[src/rtl/lock_uart_pkg.sv]
// Shared constants for the lock command UART: frame characters, default
// clock/baud, the frame FSM state type and the nibble-to-ASCII helper.
package lock_uart_pkg;

    localparam int DEF_CLK_HZ = 27000000;
    localparam int DEF_BAUD   = 9600;

    localparam logic [7:0] CMD_BANG = 8'h21;
    localparam logic [7:0] CMD_INJ  = 8'h49;
    localparam logic [7:0] CMD_EOL  = 8'h0D;

    typedef enum logic [1:0] {IDLE, LOAD, SHIFT, FIN} frame_state_t;

    // 0-9 -> '0'-'9', A-F -> 'A'-'F' (uppercase)
    function automatic logic [7:0] nib2ascii(input logic [3:0] n);
        nib2ascii = (n < 4'd10) ? {4'h3, n} : (8'h37 + {4'h0, n});
    endfunction

endpackage

[src/rtl/uart_tx_byte.sv]
// 8N1 byte serializer, LSB first, idle high. ready is also high in the last
// cycle of the stop bit so a byte loaded then starts with no idle gap;
// near_end flags the cycle before that so the caller can prepare the next char.
module uart_tx_byte #(
    parameter int BAUD_DIV = 2812
) (
    input  logic       clk,
    input  logic       rst,
    input  logic       load,
    input  logic [7:0] data,
    output logic       ready,
    output logic       near_end,
    output logic       tx
);

    localparam int CW = (BAUD_DIV > 1) ? $clog2(BAUD_DIV) : 1;
    localparam logic [CW-1:0] CNT_LAST = CW'(BAUD_DIV - 1);
    localparam logic [CW-1:0] CNT_PEN  = CW'(BAUD_DIV - 2);

    logic          active;
    logic [7:0]    shreg;
    logic [3:0]    bit_idx;   // 0 start, 1..8 data, 9 stop
    logic [CW-1:0] cnt;
    logic          tx_q;
    logic          in_stop;

    assign in_stop  = active && (bit_idx == 4'd9);
    assign ready    = !active || (in_stop && (cnt == CNT_LAST));
    assign near_end = in_stop && (cnt == CNT_PEN);
    assign tx       = tx_q;

    // bit timing and shifting; a load in the final stop cycle wins over the wrap
    always_ff @(posedge clk or posedge rst) begin
        if (rst) begin
            active  <= 1'b0;
            shreg   <= '0;
            bit_idx <= '0;
            cnt     <= '0;
            tx_q    <= 1'b1;
        end else if (load && ready) begin
            active  <= 1'b1;
            shreg   <= data;
            bit_idx <= '0;
            cnt     <= '0;
            tx_q    <= 1'b0;
        end else if (active) begin
            if (cnt == CNT_LAST) begin
                cnt <= '0;
                if (bit_idx == 4'd9) begin
                    active  <= 1'b0;
                    bit_idx <= '0;
                    tx_q    <= 1'b1;
                end else begin
                    bit_idx <= bit_idx + 4'd1;
                    tx_q    <= (bit_idx < 4'd8) ? shreg[bit_idx[2:0]] : 1'b1;
                end
            end else begin
                cnt <= cnt + CW'(1);
            end
        end
    end

endmodule

[src/rtl/seed_cmd_tx.sv]
// Seed-injection command sender: "!I" + 4 hex chars of seed + CR.
// Optional macro SEED_CMD_CHECKSUM_EN adds 2 hex chars of seed[15:8]^seed[7:0]
// before CR. The LOAD state coincides with the last stop-bit cycle of the
// previous byte so characters go out back-to-back.
module seed_cmd_tx
    import lock_uart_pkg::*;
#(
    parameter int CLK_HZ = DEF_CLK_HZ,
    parameter int BAUD   = DEF_BAUD
) (
    input  logic        clk,
    input  logic        rst,
    input  logic        start,
    input  logic [15:0] seed,
    output logic        tx,
    output logic        busy,
    output logic        done
);

    localparam int BAUD_DIV = CLK_HZ / BAUD;
`ifdef SEED_CMD_CHECKSUM_EN
    localparam int NBYTES = 9;
`else
    localparam int NBYTES = 7;
`endif
    localparam logic [3:0] LAST_IDX = 4'(NBYTES);

    frame_state_t state, state_nx;
    logic [15:0]  seed_q;
    logic [3:0]   byte_idx;   // index of the next char to hand to the serializer
    logic         accept, adv, load;
    logic [7:0]   char_d, tx_data;
    logic         ser_ready, near_end;

`ifdef SEED_CMD_CHECKSUM_EN
    logic [7:0] csum;
    assign csum = seed_q[15:8] ^ seed_q[7:0];
`endif

    // character selected by byte index
    always_comb begin
        char_d = CMD_BANG;
        case (byte_idx)
            4'd1: char_d = CMD_INJ;
            4'd2: char_d = nib2ascii(seed_q[15:12]);
            4'd3: char_d = nib2ascii(seed_q[11:8]);
            4'd4: char_d = nib2ascii(seed_q[7:4]);
            4'd5: char_d = nib2ascii(seed_q[3:0]);
`ifdef SEED_CMD_CHECKSUM_EN
            4'd6: char_d = nib2ascii(csum[7:4]);
            4'd7: char_d = nib2ascii(csum[3:0]);
            4'd8: char_d = CMD_EOL;
`else
            4'd6: char_d = CMD_EOL;
`endif
            default: char_d = CMD_BANG;
        endcase
    end

    // next state and handshake; FIN accepts a new start like IDLE
    always_comb begin
        state_nx = state;
        accept   = 1'b0;
        adv      = 1'b0;
        case (state)
            IDLE, FIN: begin
                if (start) begin
                    accept   = 1'b1;
                    state_nx = SHIFT;
                end else begin
                    state_nx = IDLE;
                end
            end
            LOAD: begin
                adv      = 1'b1;
                state_nx = SHIFT;
            end
            SHIFT: begin
                if (near_end && (byte_idx != LAST_IDX))
                    state_nx = LOAD;
                else if (ser_ready && (byte_idx == LAST_IDX))
                    state_nx = FIN;
            end
            default: state_nx = IDLE;
        endcase
    end

    assign load    = accept | adv;
    assign tx_data = accept ? CMD_BANG : char_d;
    assign busy    = (state == LOAD) || (state == SHIFT);
    assign done    = (state == FIN);

    // state register
    always_ff @(posedge clk or posedge rst) begin
        if (rst) state <= IDLE;
        else     state <= state_nx;
    end

    // seed latch and char index
    always_ff @(posedge clk or posedge rst) begin
        if (rst) begin
            seed_q   <= '0;
            byte_idx <= '0;
        end else if (accept) begin
            seed_q   <= seed;
            byte_idx <= 4'd1;
        end else if (adv) begin
            byte_idx <= byte_idx + 4'd1;
        end else if (state == FIN) begin
            byte_idx <= '0;
        end
    end

    uart_tx_byte #(.BAUD_DIV(BAUD_DIV)) u_ser (
        .clk      (clk),
        .rst      (rst),
        .load     (load),
        .data     (tx_data),
        .ready    (ser_ready),
        .near_end (near_end),
        .tx       (tx)
    );

endmodule

[config.mk]
export PLATFORM = sky130hd
export DESIGN_NAME = seed_cmd_tx
export DESIGN_NICKNAME = d
export VERILOG_FILES = /design/src/rtl/lock_uart_pkg.sv /design/src/rtl/uart_tx_byte.sv /design/src/rtl/seed_cmd_tx.sv
export SDC_FILE = /design/constraint.sdc
export NUM_CORES = 1
export LEC_CHECK = 0
export CAP_MARGIN = 20
export CORE_UTILIZATION = 53
export CTS_BUF_LIST = sky130_fd_sc_hd__clkbuf_8 sky130_fd_sc_hd__clkbuf_16
export DETAILED_ROUTE_END_ITERATION = 10
export HOLD_SLACK_MARGIN = 0.02
export PLACE_DENSITY = 0.77
export SLEW_MARGIN = 20
export SYNTH_ARGS = -nofsm -noshare
export SYNTH_HDL_FRONTEND = slang
export SYNTH_SLANG_ARGS = --single-unit
[constraint.sdc]
create_clock -name clk -period 2.11 [get_ports clk]
set_clock_uncertainty 0.05 [all_clocks]
set_input_delay 0.211 -clock clk [delete_from_list [all_inputs] [get_ports clk]]
set_output_delay 0.211 -clock clk [all_outputs]
set_load 0.005 [all_outputs]
==> flow_summary.toml <==
[clocking]
insertion_delay_ns = 0.30
holdBufCountCts = 0
cts_buffer_depth = 2
cts_resized = 0
cts_setup_buffers = 0
clk_pin_slew_ns = 0.09
cts_made_buffers = 5
cts-root-buf = "clkbuf_8"
clkSinkCount = 47
cts_tree = "built"
cts_max_level = 2

[synthesis]
synth_top_area_cell = "dfrtp_1"
ys.flop_type = "dfrtp_1"
synth_edf_count = 0
synth_top_area_frac = 0.403
yosysWarnings = 0
netlist_area_sq_um = 2860
synth_nets = 359
postSynth.asyncResetShare = 1.00
synth_cell_types = 57
yosys-top-cells-area = "dfrtp_1 (40%), nand2_1 (7.1%), ha_1 (6.6%)"
ys_ff_latch = 47
synth.avg_cell_area_sq_um = 8.79
ys_seq_area_frac = 0.412
synth_cells = 325

[min_path]
hold_class = "primary input to async pin"

[grt]
antenna_found_initial = 0
grtUsageMet1 = 0.304
grt_pass1_wl_mm = 10.1
grt-busiest-layer = "met2"
grt_pass1_vias = 2280
met3_usage = 0.0384
grt-ovfl-total = 0
grt_usage = 0.235
met2_usage = 0.401
grt_max_degree = 31

[critical_path]
critical_path.cell_chain = "inv_1 > ha_1 > and2_1 > buf_4 > a211oi_2 > o21ai_0 > or3_1 > mux2_2"
critical_path_arrival_ns = 2.22
crit_path_start_kind = "register"
cp_max_fo = 4
crit_required_ns = 2.25
cp-end-kind = "register"
cp_slowest_cell = "dfrtp_1"
slowest_delay_ns = 0.35
ff2ff_setup_slack_ns = 0.02
crit_type = "register to register"

[placement]
portBuffers = 21
hpwl_mm = 4.60
dpl.cell_count = 422
place_congestion = 0.858

[timing]
fin_crit_sh = 0.988
period_needed_ns = 2.09
setup_violations = 0
relSlewSlack = 0.544
hold_viol_final = 0
grt_setup_unrepaired = "true"
report.final.slew_viol_count = 0
worstMarginPinSlew_ns = 0.682
max_freq_ghz = 0.480

[layout]
utilization = 0.653
syn_to_final_growth_pct = 17.4
layout_common_cells = "nand2_1 (54), dfrtp_1 (46), o21ai_0 (32), a21oi_1 (22), clkdlybuf4s50_1 (21)"
final_common_cell = "nand2_1"
nNetsFinal = 393
drive_gt1_frac = 0.0972
final_cells = 430
num-fill-cells = 456
diodes = 0

[die]
die_y_um = 75.4
dieArea_sq_um = 5690
core_sq_um = 5140
io_pins = 22
fp-row-count = 26
initial_utilization = 0.556
die_w_um = 75.4

[pwr]
powerDensity_nw_per_um2 = 762
peakVddDrop_v = 0.000480
p_leak_uw = 0.00144

[detailed_routing]
first_pass_iters = 4
routed_wl_mm = 6.13
num_vias = 2440
via_per_inst = 5.67
ant_nets = 0
first_iter_violations = 102
drc = 0
wl_per_cell_um = 14.3

[run]
cap_violations = 0

[outcome]
status = "complete, no violations"
==> synth_stat cells, types with 4 or more instances <==
library cell,count
o31ai_1,5
ha_1,15
xnor2_1,7
nand3_1,9
and2_1,6
o21a_1,4
inv_1,20
or3_1,6
clkbuf_1,4
nor3b_1,4
o21ai_0,33
nor2b_1,8
nand2_1,54
nor3_1,8
nor2_1,10
a21oi_1,22
dfrtp_1,46
o211ai_1,4
==> final timing paths <==
kind,startpoint,end,cells past startpoint
setup reg to reg,state[0]$_DFFE_PP0P_,u_ser.shreg[0]$_DFFE_PP0P_,8
hold reg to reg,u_ser.tx$_DFFE_PP1P_,u_ser.tx$_DFFE_PP1P_,2
hold / removal,rst,seed_q[0]$_DFFE_PP0P_,2
min in group clk,seed[6],seed_q[6]$_DFFE_PP0P_,3
setup / recovery,state[0]$_DFFE_PP0P_,u_ser.shreg[0]$_DFFE_PP0P_,8
max in group asynchronous,rst,u_ser.tx$_DFFE_PP1P_,3
==> state kept, by name (all words and copies together) (netlist names) <==
| signal | count |
|---|---|
| u_ser.tx | 1 |
| seed_q | 16 |
| state | 2 |
| u_ser.bit_idx | 4 |
| byte_idx | 4 |
| u_ser.shreg | 7 |
| u_ser.active | 1 |
| u_ser.cnt | 12 |
==> worst max-delay path: cells and delay by family, from the launching register on <==
kind	cells	cell delay [ns]
simple gates	2	0.51
flops	1	0.35
fa+ha+maj	1	0.32
compound gates	2	0.27
mux	1	0.27
buf+inv	2	0.20
==> per-stage QoR <==
stage / instance area, sq um / TNS, ns / hold WS [ns] / setup WS (ns) / total power, uW
floorplan: 2860 / 0 / 0.266 / 0.0492 / 1760
detailed placement: 3250 / 0 / 0.414 / 0.0277 / 2030
finish: 3350 / 0 / 0.171 / 0.0247 / 2560
global placement: 3250 / 0 / 0.416 / 0.114 / 2000
CTS: 3330 / 0 / 0.187 / 0.0108 / 2570
global route: 3350 / -0.0445 / 0.242 / -0.0445 / 2740
==> where the power goes <==
group          internal (uW)  total [uW]  switching (uW)
clock                    227         533             306
sequential              1040        1210             172
combinational            362         809             447
==> kinds of logic (layout without fill, tap and decap cells) <==
logic type,Yosys count,after routing,synth area share
AOI/OAI and AO/OA,95,95,0.210
adders and majority gates,15,15,0.0657
and+or+nand+nor,127,127,0.229
DFF,47,47,0.412
buffers and inverters,29,64,0.0399
xor gates and xnor gates,8,8,0.0245
muxes,4,4,0.0193
==> final cells by class <==
class / instances / area (sq um) / share of cell area
clock buffers: 5 / 68.8 / 0.0205
clock inverters: 3 / 16.3 / 0.00485
inverters: 20 / 75.1 / 0.0224
multi-input cells: 249 / 1590 / 0.475
flip-flops and latches: 47 / 1180 / 0.351
well taps: 70 / 87.6 / 0.0261
repair buffers: 36 / 335 / 0.100
==> routing by layer <==
metal | part of all wire | vias up
li1 | - | 1233
met3 | 0.031 | 9
met4 | 0.014 | 0
met5 | 0 | -
met2 | 0.48 | 54
met1 | 0.47 | 1144
No activity file was read; power rests on OpenSTA's default activity.
